File: src/rtl/dram_cache_rob.sv
`default_nettype none
// +---------------------------------------------------------------------------+
// | Module      : dram_cache_rob                                              |
// | Description : In-order reorder buffer for DRAM-cache read requests.       |
// |               Slots are allocated in request-arrival order, filled in any |
// |               order by the hit/miss-fill data paths, and released to the  |
// |               host AXI R channel strictly in allocation order, one beat   |
// |               per request, carrying the original ID.                      |
// | Revision    : 1.0 - initial release                                       |
// +---------------------------------------------------------------------------+
// | Ports                                                                     |
// |   clk, rst        : single rising-edge clock, synchronous active-high rst |
// |   alloc_*         : slot allocation handshake from the request FIFO       |
// |   fill_*          : line data (and error) written into an allocated slot  |
// |   rid_o .. rready_i : AXI R channel toward the host                       |
// |   count_o         : number of allocated slots                             |
// |   err_o           : sticky illegal-fill flag                              |
// +---------------------------------------------------------------------------+
// | Optional feature macro: DRAM_CACHE_ROB_ERR_CHECK_EN                       |
// |   defined   : err_o latches any fill to an unallocated/already-filled     |
// |               slot; simulation assertions on overflow and X fill index.   |
// |   undefined : err_o tied 0, illegal fills silently dropped.               |
// +---------------------------------------------------------------------------+
module dram_cache_rob #(
    parameter  int ID_WIDTH   = 4,
    parameter  int DATA_WIDTH = 512,
    parameter  int DEPTH      = 8,
    localparam int IDX_W      = $clog2(DEPTH)
) (
    input  logic                  clk,
    input  logic                  rst,
    // allocation
    input  logic                  alloc_valid_i,
    input  logic [ID_WIDTH-1:0]   alloc_id_i,
    output logic                  alloc_ready_o,
    output logic [IDX_W-1:0]      alloc_idx_o,
    // fill
    input  logic                  fill_valid_i,
    input  logic [IDX_W-1:0]      fill_idx_i,
    input  logic [DATA_WIDTH-1:0] fill_data_i,
    input  logic                  fill_err_i,
    // AXI R channel
    output logic [ID_WIDTH-1:0]   rid_o,
    output logic [DATA_WIDTH-1:0] rdata_o,
    output logic [1:0]            rresp_o,
    output logic                  rlast_o,
    output logic                  rvalid_o,
    input  logic                  rready_i,
    // status
    output logic [IDX_W:0]        count_o,
    output logic                  err_o
);

    localparam logic [IDX_W:0] c_PTR_ONE  = {{IDX_W{1'b0}}, 1'b1};
    localparam logic [1:0]     c_RESP_OK  = 2'b00;
    localparam logic [1:0]     c_RESP_ERR = 2'b10;

    // Pointers carry one extra wrap bit so full and empty are distinguishable.
    logic [IDX_W:0]        r_head;
    logic [IDX_W:0]        r_tail;
    logic [DEPTH-1:0]      r_alloc;
    logic [DEPTH-1:0]      r_filled;

    // Payload storage; validity is tracked solely by r_alloc/r_filled,
    // so these arrays are intentionally not reset.
    logic [ID_WIDTH-1:0]   r_id_mem   [DEPTH];
    logic [DATA_WIDTH-1:0] r_data_mem [DEPTH];
    logic                  r_err_mem  [DEPTH];

    logic [IDX_W-1:0]      w_head_idx;
    logic [IDX_W-1:0]      w_tail_idx;
    logic                  w_full;
    logic                  w_head_valid;
    logic                  w_alloc;
    logic                  w_fill_ok;
    logic                  w_release;

    assign w_head_idx   = r_head[IDX_W-1:0];
    assign w_tail_idx   = r_tail[IDX_W-1:0];
    assign w_full       = (w_head_idx == w_tail_idx) && (r_head[IDX_W] != r_tail[IDX_W]);
    assign w_head_valid = r_alloc[w_head_idx] && r_filled[w_head_idx];

    // Ready is derived from registered state only: a release in this cycle
    // does not free a slot for an allocation in the same cycle.
    assign w_alloc   = alloc_valid_i && !w_full;
    assign w_fill_ok = fill_valid_i && r_alloc[fill_idx_i] && !r_filled[fill_idx_i];
    assign w_release = w_head_valid && rready_i;

    // The three updates below never collide on one slot: a fill needs an
    // allocated-but-unfilled slot, release needs a filled head, and the
    // tail slot is unallocated whenever an allocation is granted.
    always_ff @(posedge clk) begin
        if (rst) begin
            r_head   <= '0;
            r_tail   <= '0;
            r_alloc  <= '0;
            r_filled <= '0;
        end else begin
            if (w_release) begin
                r_alloc[w_head_idx]  <= 1'b0;
                r_filled[w_head_idx] <= 1'b0;
                r_head               <= r_head + c_PTR_ONE;
            end
            if (w_alloc) begin
                r_alloc[w_tail_idx]  <= 1'b1;
                r_filled[w_tail_idx] <= 1'b0;
                r_tail               <= r_tail + c_PTR_ONE;
            end
            if (w_fill_ok) begin
                r_filled[fill_idx_i] <= 1'b1;
            end
        end
    end

    always_ff @(posedge clk) begin
        if (w_alloc) begin
            r_id_mem[w_tail_idx] <= alloc_id_i;
        end
        if (w_fill_ok) begin
            r_data_mem[fill_idx_i] <= fill_data_i;
            r_err_mem[fill_idx_i]  <= fill_err_i;
        end
    end

    assign alloc_ready_o = !w_full;
    assign alloc_idx_o   = w_tail_idx;
    assign count_o       = r_tail - r_head;

    // Beat fields are masked to zero when no beat is offered so that the
    // unreset payload RAM never shows through on the R channel.
    assign rvalid_o = w_head_valid;
    assign rlast_o  = w_head_valid;
    assign rid_o    = w_head_valid ? r_id_mem[w_head_idx]   : '0;
    assign rdata_o  = w_head_valid ? r_data_mem[w_head_idx] : '0;
    assign rresp_o  = !w_head_valid          ? c_RESP_OK  :
                      r_err_mem[w_head_idx]  ? c_RESP_ERR : c_RESP_OK;

`ifdef DRAM_CACHE_ROB_ERR_CHECK_EN
    logic w_fill_bad;
    logic r_err;

    assign w_fill_bad = fill_valid_i && !w_fill_ok;

    always_ff @(posedge clk) begin
        if (rst) begin
            r_err <= 1'b0;
        end else if (w_fill_bad) begin
            r_err <= 1'b1;
        end
    end

    assign err_o = r_err;

    always_ff @(posedge clk) begin
        if (!rst) begin
            assert (!(alloc_valid_i && w_full))
                else $error("dram_cache_rob: allocation requested while full");
            if (fill_valid_i) begin
                assert (!$isunknown(fill_idx_i))
                    else $error("dram_cache_rob: fill index unknown");
            end
        end
    end
`else
    assign err_o = 1'b0;
`endif

endmodule
`default_nettype wire

File: config.mk
export PLATFORM = sky130hd
export DESIGN_NAME = dram_cache_rob
export DESIGN_NICKNAME = d
export VERILOG_FILES = /design/src/rtl/dram_cache_rob.sv
export SDC_FILE = /design/constraint.sdc
export NUM_CORES = 2
export LEC_CHECK = 0
export BUFFER_PORTS_ARGS = -buffer_cell sky130_fd_sc_hd__clkbuf_2
export CAP_MARGIN = 0
export CORE_UTILIZATION = 57
export CTS_BUF_LIST = sky130_fd_sc_hd__clkbuf_4
export CTS_CLUSTER_SIZE = 25
export DETAILED_ROUTE_END_ITERATION = 6
export PLACE_DENSITY = 0.76
export SETUP_SLACK_MARGIN = 0.4
export SLEW_MARGIN = 0
export SYNTH_ARGS = -nofsm -noshare
export SYNTH_HDL_FRONTEND = slang
export SYNTH_MEMORY_MAX_BITS = 65536
export SYNTH_SLANG_ARGS = --single-unit
File: constraint.sdc
create_clock -name clk -period 57 [get_ports clk]
set_clock_uncertainty 0.2 [all_clocks]
set_input_delay 5.7 -clock clk [delete_from_list [all_inputs] [get_ports clk]]
set_output_delay 5.7 -clock clk [all_outputs]
set_load 0.05 [all_outputs]
==> results.json <==
{
  "ys_seq_area_share_pct": 79.07,
  "gr-total-overflow": 0,
  "ys.flop_type": "edfxtp_1",
  "core_um2": 274300,
  "irDropWorstVdd_mv": 0.03129,
  "drc": 0,
  "clkTransAtPathRegs_ns": 0.07,
  "cp_top_family": "buffers and inverters",
  "first_pass_iters": 5,
  "drive_above_1_share_pct": 40.90,
  "fin_area_um2": 179800,
  "clockBufferDepth": 5,
  "slowest_delay_ns": 0.99,
  "p_total_mw": 5.821,
  "setup_viol": 0,
  "fin_crit_sh_pct": 27.28,
  "whs_path_depth": 2,
  "grt_pass1_vias": 82267,
  "syn_area_um2": 157800,
  "post_drt_wl_per_cell_um": 27.50,
  "clock-sinks": 4163,
  "track_usage_pct": 25.88,
  "gp_congestion": 0.8083,
  "path_class": "flip-flop to output pin",
  "wl_mm": 358.1,
  "cp_slowest_cell": "dfxtp_4",
  "drt_iter0_markers": 7169,
  "htreeDepth": 7,
  "path_common_cell": "buf_4",
  "start_util_pct": 57.51,
  "grt_pass1_wl_mm": 522.7,
  "die-area_um2": 278900,
  "cts_made_buffers": 1095,
  "timing.hold.ws_ns": 0.2861,
  "vias": 78503,
  "clock-root-buffer": "clkbuf_4",
  "slew_headroom_pct": 18.34,
  "power_density_nw_per_um2": 32.38,
  "final_cell_mix": "4136 x edfxtp_1, 1510 x clkbuf_4, 1051 x clkbuf_2",
  "path_cells": "buf_4 > buf_4 > buf_4 > buf_4 > buf_4 > buf_4 > buf_4 > mux4_2 > mux2i_1 > nor2_1 > clkbuf_2",
  "grt_max_degree": 155,
  "worstPathMaxFanout": 50,
  "async_reset_ff_share_pct": 0,
  "hold_violations": 0,
  "die_h_um": 528.1,
  "min-delay-start": "r_filled[5]",
  "min_path_type": "flip-flop to flip-flop",
  "io_buffers": 1051,
  "crit_buf_inv": 8,
  "cts_setup_buffers": 0,
  "max_freq_mhz": 64.31,
  "synthCells": 6747,
  "rsz0062_at_grt": "no",
  "cts_hold_buf": 0,
  "yosys_warnings": 0,
  "slew_violations": 0,
  "outcome": "complete, no violations",
  "period_needed_ns": 15.55,
  "p_leak_nw": 57.34,
  "syn_to_final_growth_pct": 13.95,
  "clkLatencyLatePin_ns": 1.52,
  "postPlaceCellArea_um2": 167200,
  "cts_resized": 0,
  "crit_arrival_ns": 9.65,
  "dp_hpwl_mm": 203.8,
  "final_common_cell": "edfxtp_1",
  "worst-path-stages": 11,
  "viasPerCell": 6.028,
  "cp-end-kind": "output pin",
  "critPathLaunchType": "flip-flop",
  "ant_nets": 0,
  "antenna_found_initial": 135,
  "ioPinCount": 1054,
  "synth-edff-count": 4136,
  "fin_util_pct": 65.53,
  "syn_area_per_cell_um2": 23.38,
  "ys_seq_elements": 4163,
  "cp_data_required_time_ns": 51.10,
  "worst_slew_pin_slew_ns": 1.225,
  "fin_nets": 9188,
  "cts_tree": "yes",
  "cap_viol_max_count": 0,
  "worstRegToRegCells": 9,
  "ys_types": 49,
  "tns_ns": 0,
  "placementRows": 192,
  "die_w_um": 528.1,
  "reg2reg_from": "r_filled[3]"
}
[cell families after synthesis]
kind of cell    Yosys count  share of synthesized area [%]
other cells               1                       0.002377
buf+inv                 375                          1.058
xor+xnor                  5                        0.02776
compound gates           34                         0.1626
simple gates            597                          1.490
mux                    1566                          18.14
flops                  4163                          79.07
fa+ha+maj                 6                        0.05234
[area by class of cell]
cell class | instances | area (µm²)
clock buffers | 1510 | 11340
multi-input cells | 2210 | 31390
well taps | 3686 | 4612
inverters | 17 | 78.83
diodes | 70 | 175.2
repair buffers | 1170 | 6404
fillers | 17705 | 94560
flip-flops and latches | 4163 | 124800
clock inverters | 197 | 1040
[stage by stage]
stage | std cells | worst slack, ns
after global placement | 11246 | 42.58
after global routing | 12985 | 40.28
after detailed placement | 11246 | 42.55
final | 13023 | 41.45
after CTS | 12953 | 40.77
after floorplan | 6748 | 14.28
[cells in the mapped netlist, types with 2 or more instances]
library cell | number | share of area [%]
nor4_1 | 3 | 0.012
nor4b_1 | 2 | 0.011
mux4_2 | 1034 | 15
buf_2 | 167 | 0.53
edfxtp_1 | 4136 | 79
o2bb2ai_1 | 8 | 0.044
nand3_1 | 6 | 0.019
mux2i_1 | 525 | 3.3
a21oi_1 | 5 | 0.016
o21a_1 | 2 | 0.0095
nor2_1 | 535 | 1.3
clkbuf_1 | 153 | 0.36
xnor2_1 | 3 | 0.017
or2_2 | 4 | 0.016
and4b_1 | 2 | 0.013
dfxtp_1 | 27 | 0.34
o32ai_1 | 2 | 0.011
buf_4 | 12 | 0.057
buf_1 | 25 | 0.059
and2_1 | 2 | 0.0079
o21ai_0 | 4 | 0.013
a22oi_1 | 2 | 0.0095
nor2b_1 | 6 | 0.024
o22ai_1 | 2 | 0.0079
inv_1 | 17 | 0.040
nand4_1 | 4 | 0.016
o211ai_1 | 2 | 0.0095
nand2_1 | 22 | 0.052
nor3_1 | 2 | 0.0063
xor2_1 | 2 | 0.011
ha_1 | 5 | 0.040
mux2_2 | 7 | 0.050
nand2b_1 | 3 | 0.012
[per-layer routing]
layer	vias to the layer above	GRT usage, %	wire length [µm]
met2	3864	39.23	171100
met3	770	10.46	41370
li1	32814	-	-
met5	-	0	902
met4	140	10.96	10100
met1	40915	33.36	134600
[sequential cells by signal (all words and copies together), names as in the netlist, named ones only]
name,cells
r_data_mem,4096
r_alloc,8
r_tail,4
r_err_mem,8
r_filled,8
r_id_mem,32
r_head,4
[tightest hold or removal path: stages (launching register included)]
cell	delay, ns
dfxtp_1	0.32
nand3_1	0.07
o2bb2ai_1	0.05
[final timing paths]
path,endpoint,slack (ns)
worst max-delay path,rdata_o[228],41.45
worst min-delay path,r_filled[5],0.29
worst max register to register,r_data_mem[2][113],50.14
worst min register to register,r_filled[5],0.29
[power by group]
part / leakage (nW) / internal (mW) / total, mW / switching (mW)
logic: 12.5 / 0.0224 / 0.0797 / 0.0573
clock network: 7.48 / 1.25 / 2.37 / 1.12
registers: 37.4 / 3.37 / 3.37 / 0.00204
total: 57.3 / 4.65 / 5.82 / 1.17
No activity file was read; power rests on OpenSTA's default activity.
